**config.mk**
```make
export PLATFORM = sky130hd
export DESIGN_NAME = dispense_ctrl
export DESIGN_NICKNAME = d
export VERILOG_FILES = /design/src/rtl/dispense_ctrl.sv
export SDC_FILE = /design/constraint.sdc
export NUM_CORES = 1
export LEC_CHECK = 0
export BUFFER_PORTS_ARGS = -buffer_cell sky130_fd_sc_hd__buf_4
export CORE_MARGIN = 5
export CORE_UTILIZATION = 56
export DETAILED_ROUTE_END_ITERATION = 10
export GPL_ROUTABILITY_DRIVEN = 0
export HOLD_SLACK_MARGIN = 0.06
export PLACE_DENSITY = 0.84
export REMOVE_ABC_BUFFERS = 1
export SLEW_MARGIN = 20
export SYNTH_ARGS = -nofsm -noshare
export SYNTH_HDL_FRONTEND = slang
export SYNTH_SLANG_ARGS = --single-unit
```
**constraint.sdc**
```tcl
create_clock -name clk -period 2.7 [get_ports clk]
set_input_delay 0 -clock clk [delete_from_list [all_inputs] [get_ports clk]]
set_output_delay 0 -clock clk [all_outputs]
set_load 0.03 [all_outputs]
```
**src/rtl/dispense_ctrl.sv**
```systemverilog
// dispense_ctrl: product dispense sequencer.
// A valid request latches the product code, drives the motor for PULSE_LEN
// cycles, then waits up to TIMEOUT cycles for the motor-done sensor. On success
// it issues a one-cycle completion strobe carrying the code. On timeout it
// holds an error until it is cleared. Invalid codes raise a one-cycle error.
// Optional feature: define DISPENSE_COUNT_EN to add a saturating 8-bit count
// (cnt) of completed dispenses.
module dispense_ctrl #(
    parameter int PW        = 3,
    parameter int NPROD     = 5,
    parameter int PULSE_LEN = 4,
    parameter int TIMEOUT   = 15
) (
    input  logic          clk,
    input  logic          reset,
    input  logic [PW-1:0] C,
    input  logic          K,
    input  logic          ack,
    input  logic          clr,
    output logic          motor,
    output logic          busy,
    output logic          A,
    output logic [PW-1:0] P,
    output logic          err
`ifdef DISPENSE_COUNT_EN
    ,
    output logic [7:0]    cnt
`endif
);

    // One counter serves both the drive pulse and the ack timeout, so it is
    // sized for the larger of the two; its terminal values stop it before wrap.
    localparam int            MAXC       = (PULSE_LEN > TIMEOUT) ? PULSE_LEN : TIMEOUT;
    localparam int            CW         = $clog2(MAXC + 1);
    localparam logic [CW-1:0] DRIVE_LAST = CW'(PULSE_LEN - 1);
    localparam logic [CW-1:0] WAIT_LAST  = CW'(TIMEOUT - 1);
    localparam logic [PW-1:0] CODE_MAX   = PW'(NPROD);

    typedef enum logic [2:0] {
        IDLE,
        DRIVE,
        WAIT_ACK,
        DONE,
        FAULT
    } state_t;

    state_t        state_reg, state_next;
    logic [CW-1:0] count_reg, count_next;
    logic [PW-1:0] code_reg, code_next;
    logic          bad_req;
    logic          motor_next, busy_next, a_next, err_next;
    logic [PW-1:0] p_next;

    // Next-state, counter and latched-code logic; outputs are derived from
    // the next state so the registered outputs line up with the state.
    always_comb begin
        state_next = state_reg;
        count_next = count_reg;
        code_next  = code_reg;
        bad_req    = 1'b0;
        case (state_reg)
            IDLE: begin
                if (K) begin
                    if ((C != '0) && (C <= CODE_MAX)) begin
                        state_next = DRIVE;
                        code_next  = C;
                        count_next = '0;
                    end else begin
                        bad_req = 1'b1;
                    end
                end
            end
            DRIVE: begin
                // ack is deliberately not looked at while the motor runs
                if (count_reg == DRIVE_LAST) begin
                    state_next = WAIT_ACK;
                    count_next = '0;
                end else begin
                    count_next = count_reg + 1'b1;
                end
            end
            WAIT_ACK: begin
                // ack takes priority, so an ack on the last allowed cycle succeeds
                if (ack) begin
                    state_next = DONE;
                    count_next = '0;
                end else if (count_reg == WAIT_LAST) begin
                    state_next = FAULT;
                    count_next = '0;
                end else begin
                    count_next = count_reg + 1'b1;
                end
            end
            DONE: begin
                state_next = IDLE;
            end
            FAULT: begin
                if (clr) begin
                    state_next = IDLE;
                end
            end
            default: begin
                state_next = IDLE;
            end
        endcase

        motor_next = (state_next == DRIVE);
        busy_next  = (state_next != IDLE);
        a_next     = (state_next == DONE);
        p_next     = (state_next == DONE) ? code_next : '0;
        err_next   = (state_next == FAULT) || bad_req;
    end

    // State, counter, latched code and registered outputs.
    always_ff @(posedge clk or posedge reset) begin
        if (reset) begin
            state_reg <= IDLE;
            count_reg <= '0;
            code_reg  <= '0;
            motor     <= 1'b0;
            busy      <= 1'b0;
            A         <= 1'b0;
            P         <= '0;
            err       <= 1'b0;
        end else begin
            state_reg <= state_next;
            count_reg <= count_next;
            code_reg  <= code_next;
            motor     <= motor_next;
            busy      <= busy_next;
            A         <= a_next;
            P         <= p_next;
            err       <= err_next;
        end
    end

`ifdef DISPENSE_COUNT_EN
    // Saturating count of completed dispenses, bumped once per DONE cycle.
    always_ff @(posedge clk or posedge reset) begin
        if (reset) begin
            cnt <= 8'd0;
        end else if ((state_reg == DONE) && (cnt != 8'hFF)) begin
            cnt <= cnt + 8'd1;
        end
    end
`endif

endmodule

```
# == Yosys cells after proc, flatten, opt, wreduce, memory -nomap -nowiden ==
# Cells that the tools add are included.
# totals
inputBits,8
regBits,17
wordCells,47
output_inout_bits,7
# op_classes
n_eq_ne,10
n_addsub,1
n_lt_le_gt_ge,1
n_reduce_logical,7
mux,20
# ops
operator,n
$mux W3,10
$mux W4,5
$pmux W3 S4,1
$pmux W4 S3,1
$reduce_bool A3 Y1,3
$eq A3 B1 Y1 const B,2
$eq A3 B2 Y1 const B,2
$eq A3 B3 Y1 const B,2
$add A4 B1 Y4 const B,1
$eq A4 B2 Y1 const B,1
$eq A4 B4 Y1 const B,1
$ne A2 B2 Y1 const B,2
$le A3 B3 Y1 const B,1
$logic_not A3 Y1,1
$mux W1,3
$reduce_and A3 Y1,1
$logic_and A1 B1 Y1,1
$logic_or A1 B1 Y1,1

# == Logic depth before layout (Yosys ltp) ==
# Gate-level depths: netlist of run 1.
# depth
word_depth,7
ltp_mapped,6
ltp_nobuf,6

# == Worst setup path after synthesis of run 1 ==
# Ideal clock, no wire load.
# synth_timing
kind,register to register
startpoint,reg count_reg[1]
endpoint,reg count_reg[2]
slack_ns,1.085
required_time_ns,2.582
n_path_buf,0
synth_period_minus_slack_ns,1.615
arrival_ns,1.497
setup_time_ns,0.118
path_stages_with_launch,6
cell_sequence,dfrtp_1 ha_1 or3b_1 a32oi_1 o21bai_1 a21o_1
# synth_between
elab_chain_len,4
word_cells_on_any_way,7
cone_classes,add/sub: 1; eq/ne: 2; mux: 4
# synth_rtl
item,line_no,text
start: declaration,48,"logic [CW-1:0] count_reg, count_next;"
start signal: assignment,127,count_reg <= count_next;
$add A4 B1 Y4 or $eq A4 B4 Y1 (tied branches),"79, 91, 87",
$mux W4,87,end else if (count_reg == WAIT_LAST) begin
$mux W4,84,if (ack) begin
$pmux W4 S3 *,61,case (state_reg)
# Every way passes the cells marked *; elsewhere a longest branch is shown, timed or not.
# A chain may end at the register's enable or synchronous reset.

# == Worst setup path after layout of run 1 ==
# Ends and elaborated chain as after synthesis.

==> results_dict.tcl, run 1 <==
set metrics [dict create \
    finalSetupViolCount 0 \
    ys_types 33 \
    leakage_nw 0.503 \
    hold_violations 0 \
    core_area_um2 1350 \
    drv_slew 0 \
    final_nets 105 \
    min_path_type "primary input to register" \
    antenna_found_initial 0 \
    area_growth_syn_to_layout_pct 19.6 \
    dp_hpwl_mm 1.17 \
    wl_per_cell_um 14.7 \
    finalCriticalPeriod_ps 1830 \
    syn_inst 75 \
    post_cts_buffers 0 \
    fmax_ghz 0.545 \
    cts_root_buffer "clkbuf_4" \
    largest_register_ffs 4 \
    maxCapViolations 0 \
    rsz0062_at_grt "false" \
    critPathKind "register to register" \
    crit_fanout 5 \
    die_x_um 48.5 \
    ys_ff_latch 17 \
    crit_path_top_delay_cell "or3b_1" \
    clk_latency_ps 280 \
    top_layer "met4" \
    critical_path_required_ps 2880 \
    fin_cells 109 \
    antenna_cells 0 \
    max_slew_margin 0.589 \
    die_h_um 48.5 \
    crit_chain "ha_1 -> or3b_1 -> a32oi_1 -> o21bai_1 -> a21o_1" \
    syn_avg_cell_area_um2 11.1 \
    met3_length_um 74 \
    reg2reg_slack_ps 870 \
    via_count 623 \
    clkSlewWorstSetupHoldPaths_ps 90 \
    grt_pass1_vias 638 \
    drc 0 \
    placed_cells 101 \
    row_count 13 \
    wl_mm 1.60 \
    numPortBuffers 14 \
    cts_tree "built" \
    drive_gt1_frac 0.245 \
    io_pins 15 \
    die_area_um2 2350 \
    tightestPinTransition_ps 616 \
    period_share 0.679 \
    dr.pass1.iters 4 \
    cts-buffers-inserted 3 \
    detail-route-antenna-nets 0 \
    grt_use_total 0.151 \
    irDropWorstVdd_uv 473 \
    critPathLaunchType "register" \
    max_stage_delay_ps 430 \
    yosysSeqAreaShare 0.513 \
    n_fill_cell 94 \
    powerDensity_nw_per_um2 961 \
    grt_max_degree 18 \
    syn_area_um2 830 \
    arrival_ps 2010 \
    gr-total-overflow 0 \
    cts_sinks 17 \
    end_kind "register" \
    m1WireLength_um 710 \
    yosysWarnings 0 \
    grt_pass1_wl_mm 2.88 \
    drt_iter0_drc 18 \
    h-tree-depth 1 \
    outcome "completed" \
    initial_utilization 0.614 \
    route.met2.wl_um 807 \
    viasPerCell 5.72 \
    finClkSkew_ps 1.54 \
    clk_path_buf_depth 2 \
    tns_ps 0 \
]
-- cell type report --
type,count,area [um^2],share of cell area
multi-input cells,47,347,0.349
flip-flops and latches,17,425,0.429
inverters,8,30.0,0.0303
well taps,15,18.8,0.0189
clock buffers,4,26.3,0.0265
repair buffers,18,145,0.146
-- logic make-up after synthesis --
logic type,Yosys count,synth area share
AO/OA/AOI/OAI,13,0.112
XOR/XNOR,2,0.0211
adder cells (fa/ha/maj),2,0.0302
buffers and inverters,11,0.0694
flip-flops,17,0.513
multiplexers,2,0.0362
AND/OR/NAND/NOR,28,0.219
-- layer usage --
layer / up-vias / global-route usage
met5: - / 0
met4: 0 / 0.0538
met3: 2 / 0.0367
met2: 21 / 0.270
met1: 301 / 0.172
li1: 299 / -
-- critical path, delay by kind of cell (launching register included) --
kind | cells | cell delay [ps]
AO/OA/AOI/OAI | 3 | 700
AND/OR/NAND/NOR | 1 | 430
flip-flops | 1 | 420
adder cells (fa/ha/maj) | 1 | 200
-- layout by cell type (no fill, tap or decap), drive strengths merged --
cell type    count
and2             4
dfrtp           17
o22a             1
xor2             2
o21ai            3
a21o             1
a31oi            1
nor2             5
or3              1
or3b             2
nand3            4
inv              8
and3             1
o211ai           1
a21oi            1
a32oi            2
mux2             2
nor3b            1
nor4             1
clkbuf           4
nor3             1
ha               2
nand2            3
dlygate4sd3      4
o21bai           1
buf             14
a32o             1
nand2b           2
a22oi            1
nor2b            1
nor4b            2
-- path summary, 6_finish.rpt --
| kind | start | to | depth (start not counted) |
|---|---|---|---|
| hold / removal | ack | A | 3 |
| min in group asynchronous | reset | code_reg[1] | 3 |
| setup reg to reg | count_reg[1] | count_reg[2] | 5 |
| setup / recovery | count_reg[1] | count_reg[2] | 5 |
| max in group asynchronous | reset | count_reg[2] | 3 |
| hold reg to reg | code_reg[1] | code_reg[1] | 1 |
-- power breakdown --
group / leakage [nW] / total (W) / internal (W) / switching [W]
combinational: 0.268 / 0.000395 / 0.000188 / 0.000207
clock: 0.0150 / 0.000130 / 0.0000573 / 0.0000725
sequential: 0.220 / 0.000428 / 0.000339 / 0.0000892
total: 0.503 / 0.000953 / 0.000585 / 0.000369
-- timing repair --
item | CTS | global route
resized for setup | 0 | 0
hold endpoints to repair | 20 | 0
hold buffers | 4 | 0
-- per-stage QoR --
step	power [W]	setup slack [ps]	hold slack, ps	utilization	instance area [um^2]
2_1_floorplan	0.000705	1080	-73.9	-	802
3_3_place_gp	0.000797	1020	104	0.686	926
3_5_place_dp	0.000823	875	118	0.686	926
4_1_cts	0.000957	869	110	0.735	992
5_1_grt	0.00103	754	123	0.735	992
6_report	0.000953	866	117	0.735	992
-- Yosys cell counts --
library cell	count	area, um^2
o22a_1	1	8.76
nor4b_4	1	23.8
or3b_1	1	8.76
nand3_2	1	10.0
o21ai_0	3	15.0
nand2_1	3	11.3
o211ai_1	1	7.51
nor4b_1	1	8.76
a31oi_1	1	6.26
buf_2	1	5.00
and2_1	4	25.0
nor4_1	1	6.26
o21bai_1	1	7.51
mux2_4	2	30.0
a21o_1	1	7.51
buf_6	2	22.5
a32oi_1	2	17.5
or3b_2	1	8.76
a22oi_1	1	7.51
nor3b_1	1	7.51
and3_2	1	7.51
xor2_1	2	17.5
nand3_1	3	15.0
nor3_1	1	5.00
nor2b_1	1	6.26
dfrtp_1	17	425
a32o_1	1	10.0
inv_1	8	30.0
nand2b_1	2	12.5
or3_1	1	6.26
a21oi_1	1	5.00
nor2_1	5	18.8
ha_1	2	25.0
No activity file was read; power rests on OpenSTA's default activity.
==> run 2, diff against run 1 <==
--- a/config.mk
+++ b/config.mk
@@ -7,11 +7,11 @@
 export LEC_CHECK = 0
 export BUFFER_PORTS_ARGS = -buffer_cell sky130_fd_sc_hd__buf_4
 export CORE_MARGIN = 5
-export CORE_UTILIZATION = 56
+export CORE_UTILIZATION = 52
 export DETAILED_ROUTE_END_ITERATION = 10
 export GPL_ROUTABILITY_DRIVEN = 0
 export HOLD_SLACK_MARGIN = 0.06
-export PLACE_DENSITY = 0.84
+export PLACE_DENSITY = 0.79
 export REMOVE_ABC_BUFFERS = 1
 export SLEW_MARGIN = 20
 export SYNTH_ARGS = -nofsm -noshare
==> constraint.sdc (replaced) <==
create_clock -name clk -period 1.78 [get_ports clk]
set_input_delay 0 -clock clk [delete_from_list [all_inputs] [get_ports clk]]
set_output_delay 0 -clock clk [all_outputs]
set_load 0.03 [all_outputs]
==> run 2 against run 1 <==
  * Clock skew up 5.4 ps
  * Combinational power rose by 89%
  * Core utilization is 3.9 points lower
  * Global-route usage increased by 0.42 points
  * Die area is 6.1% higher
  * Routed wire length rose by 7.3%
  * Clock-buffer cell count fell by 1
  * Worst hold slack lost 27 ps
  * Largest cell class unchanged
==> results_dict.tcl, run 2 (synthesis results as in run 1) <==
set metrics [dict create \
    outcome "completed" \
    holdPathStages 4 \
    layout_common_cells "buf_4 (18), dfrtp_1 (17), inv_1 (8)" \
    reg2reg_slack_ps 120 \
    internal_power_w 0.000958 \
    gr-total-overflow 0 \
    leakage_nw 0.527 \
    fin_cells 114 \
    cts_sinks 17 \
    clk_path_buf_depth 2 \
    cpLargestDelayFamily "compound AO/OA/AOI/OAI gates" \
    holdPathEnd "err" \
    cts_root_buffer "clkbuf_4" \
    finClkSkew_ps 6.92 \
    grt_pass1_vias 659 \
    fin_ws_ps 117 \
    critPathLaunchType "register" \
    dpl_worst_slack_ps -0.404 \
    placed_cells 105 \
    cts_tree "built" \
    finalSetupViolCount 0 \
    clk_latency_ps 300 \
    die_h_um 49.9 \
    min_path_type "primary input to register" \
    critPathKind "register to register" \
    via_count 665 \
    crit_fanout 5 \
    dr.pass1.iters 4 \
    grt_max_degree 18 \
    mostFrequentLayoutCell "buf_4" \
    grt_pass1_wl_mm 2.91 \
    tightestPinTransition_ps 640 \
    fmax_ghz 0.601 \
    io_pins 15 \
    drt_iter0_drc 23 \
    rsz0062_at_grt "false" \
    end_kind "register" \
    antenna_cells 0 \
    p_seq_frac 0.387 \
    path_buf_inv 0 \
    viasPerCell 5.83 \
    antenna_found_initial 0 \
    max_stage_delay_ps 420 \
    period_share 0.934 \
    combPwrFrac 0.477 \
    maxCapViolations 0 \
    final_core_util 0.696 \
    rr_worst_depth 5 \
    detail-route-antenna-nets 0 \
    hp-start "K" \
    crit_chain "ha_1 -> or3b_4 -> a32oi_4 -> o21bai_1 -> a21o_1" \
    n_fill_cell 112 \
    wl_per_cell_um 15.0 \
    reg2reg_from "count_reg[1]" \
    p_sw_w 0.000607 \
    die_x_um 49.9 \
    reg2reg_to "count_reg[2]" \
    clkSlewWorstSetupHoldPaths_ps 100 \
    row_count 14 \
    final_nets 109 \
    largest_register_ffs 4 \
    powerDensity_nw_per_um2 1490 \
    drive_gt1_frac 0.306 \
    power_w 0.00157 \
    crit_path_top_delay_cell "or3b_4" \
    drv_slew 0 \
    irDropWorstVdd_uv 756 \
    h-tree-depth 1 \
    finalCriticalPeriod_ps 1660 \
    hold_violations 0 \
    cts-buffers-inserted 3 \
    max_slew_margin 0.573 \
    dp_hpwl_mm 1.18 \
    die_area_um2 2490 \
    initial_utilization 0.551 \
    drc 0 \
    numPortBuffers 14 \
    swShare 0.388 \
    critical_path_required_ps 1980 \
    area_growth_syn_to_layout_pct 26.4 \
    tns_ps 0 \
    arrival_ps 1860 \
    core_area_um2 1510 \
    pwr-share-clk 0.136 \
    wl_mm 1.72 \
    grt_use_total 0.155 \
]
## run 2: power groups by stage
stage	logic, W	registers, W	clock network, W
after global placement	0.000640	0.000600	0
after global routing	0.000826	0.000622	0.000240
after detailed placement	0.000668	0.000612	0
final	0.000747	0.000606	0.000212
after CTS	0.000691	0.000606	0.000216
after floorplan	0.000387	0.000683	0
## run 2: metrics by stage
| step | cell area (um^2) | hold slack, ps |
|---|---|---|
| 6_report | 1050 | 90.0 |
| 4_1_cts | 1030 | 90.0 |
| 5_1_grt | 1050 | 83.7 |
| 3_5_place_dp | 950 | 121 |
| 3_3_place_gp | 950 | 105 |
| 2_1_floorplan | 802 | -73.9 |
## run 2: worst register-to-register path, delay by kind of cell, from the launching register on
kind / cells / cell delay, ps
AO/OA/AOI/OAI: 3 / 570
flip-flops: 1 / 390
adder cells (fa/ha/maj): 1 / 190
AND/OR/NAND/NOR: 1 / 420
## run 2: timing repair
action                                  CTS  global route
hold buffers                              4             0
buffers inserted                          0             1
gates resized for setup                   1             2
endpoints found under the setup margin    1             1
endpoints found under the hold margin    20             0
## run 2: cell type report
type | count | area (um^2) | area share
clock buffers | 3 | 22.5 | 0.0215
inverters | 8 | 30.0 | 0.0286
multi-input cells | 47 | 368 | 0.351
flip-flops and latches | 17 | 425 | 0.406
well taps | 16 | 20.0 | 0.0191
repair buffers | 22 | 175 | 0.167
clock inverters | 1 | 7.51 | 0.00716
## run 2: worst max path at each step
stage | start | to | slack [ps] | cells after the start
6_report | count_reg[1] | count_reg[2] | 120 | 5
5_1_grt | count_reg[1] | count_reg[2] | 5 | 5
4_1_cts | count_reg[1] | count_reg[2] | 60 | 5
3_5_place_dp | count_reg[1] | count_reg[2] | -0.4 | 5
3_3_place_gp | count_reg[1] | count_reg[2] | 90 | 5
2_1_floorplan | count_reg[1] | count_reg[2] | 160 | 5
## run 2: layer usage
| layer | vias up | part of all wire | GRT usage |
|---|---|---|---|
| li1 | 302 | - | - |
| met2 | 31 | 0.52 | 0.252 |
| met3 | 15 | 0.051 | 0.0361 |
| met4 | 0 | 0.040 | 0.0961 |
| met1 | 317 | 0.39 | 0.181 |
| met5 | - | 0 | 0 |
==> run 3, diff against run 2 <==
--- a/config.mk
+++ b/config.mk
@@ -5,6 +5,7 @@
 export SDC_FILE = /design/constraint.sdc
 export NUM_CORES = 1
 export LEC_CHECK = 0
+export ABC_AREA = 1
 export BUFFER_PORTS_ARGS = -buffer_cell sky130_fd_sc_hd__buf_4
 export CORE_MARGIN = 5
 export CORE_UTILIZATION = 52
==> constraint.sdc (replaced) <==
create_clock -name clk -period 1.6 [get_ports clk]
set_input_delay 0 -clock clk [delete_from_list [all_inputs] [get_ports clk]]
set_output_delay 0 -clock clk [all_outputs]
set_load 0.03 [all_outputs]
==> run 3 against run 2 <==
  * Cell count grew 25%
  * Sequential share of layout area grew 0.097 points
  * Via count grew 4.5%
  * Sequential cell count is the same
  * Synthesized cell count grew 37%
  * Global-route usage shrank 0.19 points
  * Worst hold slack lost 2.8 ps
  * Area after synthesis grew 2.0%
  * Power grew 5.7%
  * Die area grew 1.6%
  * Clock skew shrank 1.7 ps
  * Routed wire length grew 2.7%
  * Critical path type is now primary input to register
==> results_dict.tcl, run 3 <==
set metrics [dict create \
    hold_violations 0 \
    wl_per_cell_um 12.4 \
    finClkSkew_ps 5.25 \
    critical_path_required_ps 1790 \
    maxCapViolations 0 \
    area_growth_syn_to_layout_pct 23.7 \
    final_nets 137 \
    ys_types 18 \
    outcome "completed" \
    grt_pass1_wl_mm 3.03 \
    cts-buffers-inserted 3 \
    min_path_type "primary input to register" \
    leakage_nw 0.618 \
    layout_common_cells "nand2_1 (24), inv_1 (22), dfrtp_1 (17)" \
    end_kind "register" \
    crit_fanout 11 \
    gr-total-overflow 0 \
    synthTopCellsByArea "dfrtp_1 (50%), nand2_1 (11%), inv_1 (9.8%)" \
    rsz0062_at_grt "false" \
    fmax_ghz 0.734 \
    h-tree-depth 1 \
    die_area_um2 2530 \
    reg2reg_slack_ps 250 \
    initial_utilization 0.555 \
    syn_avg_cell_area_um2 8.21 \
    cts_sinks 17 \
    holdPathStages 5 \
    dpl_cell_area_um2 960 \
    finalSetupViolCount 0 \
    clk_latency_ps 290 \
    critPathKind "primary input to register" \
    mostFrequentLayoutCell "nand2_1" \
    period_share 0.852 \
    clk_path_buf_depth 2 \
    numPortBuffers 14 \
    dominantRegCellSynth "dfrtp_1" \
    reg2reg_from "count_reg[0]" \
    synth-edff-count 0 \
    drive_gt1_frac 0.214 \
    largest_register_ffs 4 \
    yosysTopAreaCell "dfrtp_1" \
    ys_ff_latch 17 \
    irDropWorstVdd_uv 931 \
    max_slew_margin 0.583 \
    drt_iter0_drc 17 \
    synthArstFlopShare 1.00 \
    via_count 695 \
    grt_use_met2 0.262 \
    grt_util_met1 0.191 \
    drv_slew 0 \
    tightestPinTransition_ps 625 \
    antenna_cells 0 \
    post_cts_buffers 0 \
    yosysSeqAreaShare 0.503 \
    synth_top_area_frac 0.503 \
    crit_end "busy" \
    grt_max_degree 18 \
    io_pins 15 \
    yosysWarnings 0 \
    row_count 14 \
    final_area_um2 1050 \
    wl_mm 1.76 \
    viasPerCell 4.89 \
    finalCriticalPeriod_ps 1360 \
    dr.pass1.iters 4 \
    use_met3 0.0355 \
    critPathLaunchType "primary input" \
    arrival_ps 1550 \
    syn_inst 103 \
    die_x_um 50.3 \
    crit_start "C[0]" \
    drc 0 \
    hp-start "K" \
    clkSlewWorstSetupHoldPaths_ps 100 \
    dp_hpwl_mm 1.23 \
    antenna_found_initial 0 \
    tns_ps 0 \
    cts_tree "built" \
    netlist_top_cells_count "nand2_1 (24), inv_1 (22), dfrtp_1 (17), nand3_1 (13), nor2_1 (6)" \
    detail-route-antenna-nets 0 \
    rr_worst_depth 7 \
    reg2reg_to "busy" \
    die_h_um 50.3 \
    cts_root_buffer "clkbuf_4" \
    powerDensity_nw_per_um2 1580 \
    grt_use_total 0.153 \
    grt_pass1_vias 704 \
    grt_busiest_layer "met2" \
    core_area_um2 1520 \
    synth_most_common_cell "nand2_1" \
    syn_area_um2 846 \
]
[run 3: cell type report]
class	instances	area [um^2]
timing repair buffer	20	165
fill	117	478
inverter	23	86.3
multi-input combinational	62	323
sequential	17	425
tap	16	20.0
clock buffer	4	26.3
[run 3: logic make-up after synthesis]
logic type,Yosys count,synth area share
and+or+nand+nor,52,0.287
buffers and inverters,24,0.115
DFF,17,0.503
AOI/OAI and AO/OA,7,0.0547
adders and majority gates,2,0.0296
xor gates and xnor gates,1,0.0104
[run 3: what timing repair did]
item,in CTS,in global routing
endpoints found under the hold margin,26,0
hold buffers,6,0
resized for setup,0,0
[run 3: worst min path at each step]
stage	end	slack (ps)
finish	err	90
global route	err	110
CTS	err	90
detailed placement	P[2]	120
global placement	count_reg[2]	110
floorplan	A	-70
[run 3: worst max-delay path: stages]
cell	delay, ps
dlygate4sd3_1	540
buf_4	140
o21ai_0	220
nand2_1	110
nand2_2	220
nand3_1	160
nor2_1	110
nand2_1	50
[run 3: metrics by stage]
| step | cells | total power (W) | hold slack (ps) | worst slack (ps) | utilization |
|---|---|---|---|---|---|
| floorplan | 102 | 0.00120 | -73.9 | 428 | - |
| global placement | 132 | 0.00138 | 114 | 324 | 0.630 |
| detailed placement | 132 | 0.00141 | 118 | 314 | 0.630 |
| CTS | 142 | 0.00166 | 87.1 | 248 | 0.686 |
| global route | 142 | 0.00180 | 107 | 127 | 0.686 |
| finish | 142 | 0.00165 | 87.2 | 238 | 0.686 |
[run 3: power breakdown]
part | total, W | internal [W] | switching (W)
combinational | 0.000754 | 0.000266 | 0.000488
clock | 0.000231 | 0.0000968 | 0.000134
sequential | 0.000670 | 0.000573 | 0.0000967
total | 0.00165 | 0.000936 | 0.000719
[run 3: metal layers]
| metal | vias to the layer above | part of all wire |
|---|---|---|
| met5 | - | 0 |
| met3 | 2 | 0.051 |
| li1 | 364 | - |
| met2 | 16 | 0.51 |
| met1 | 313 | 0.44 |
| met4 | 0 | 0.0057 |
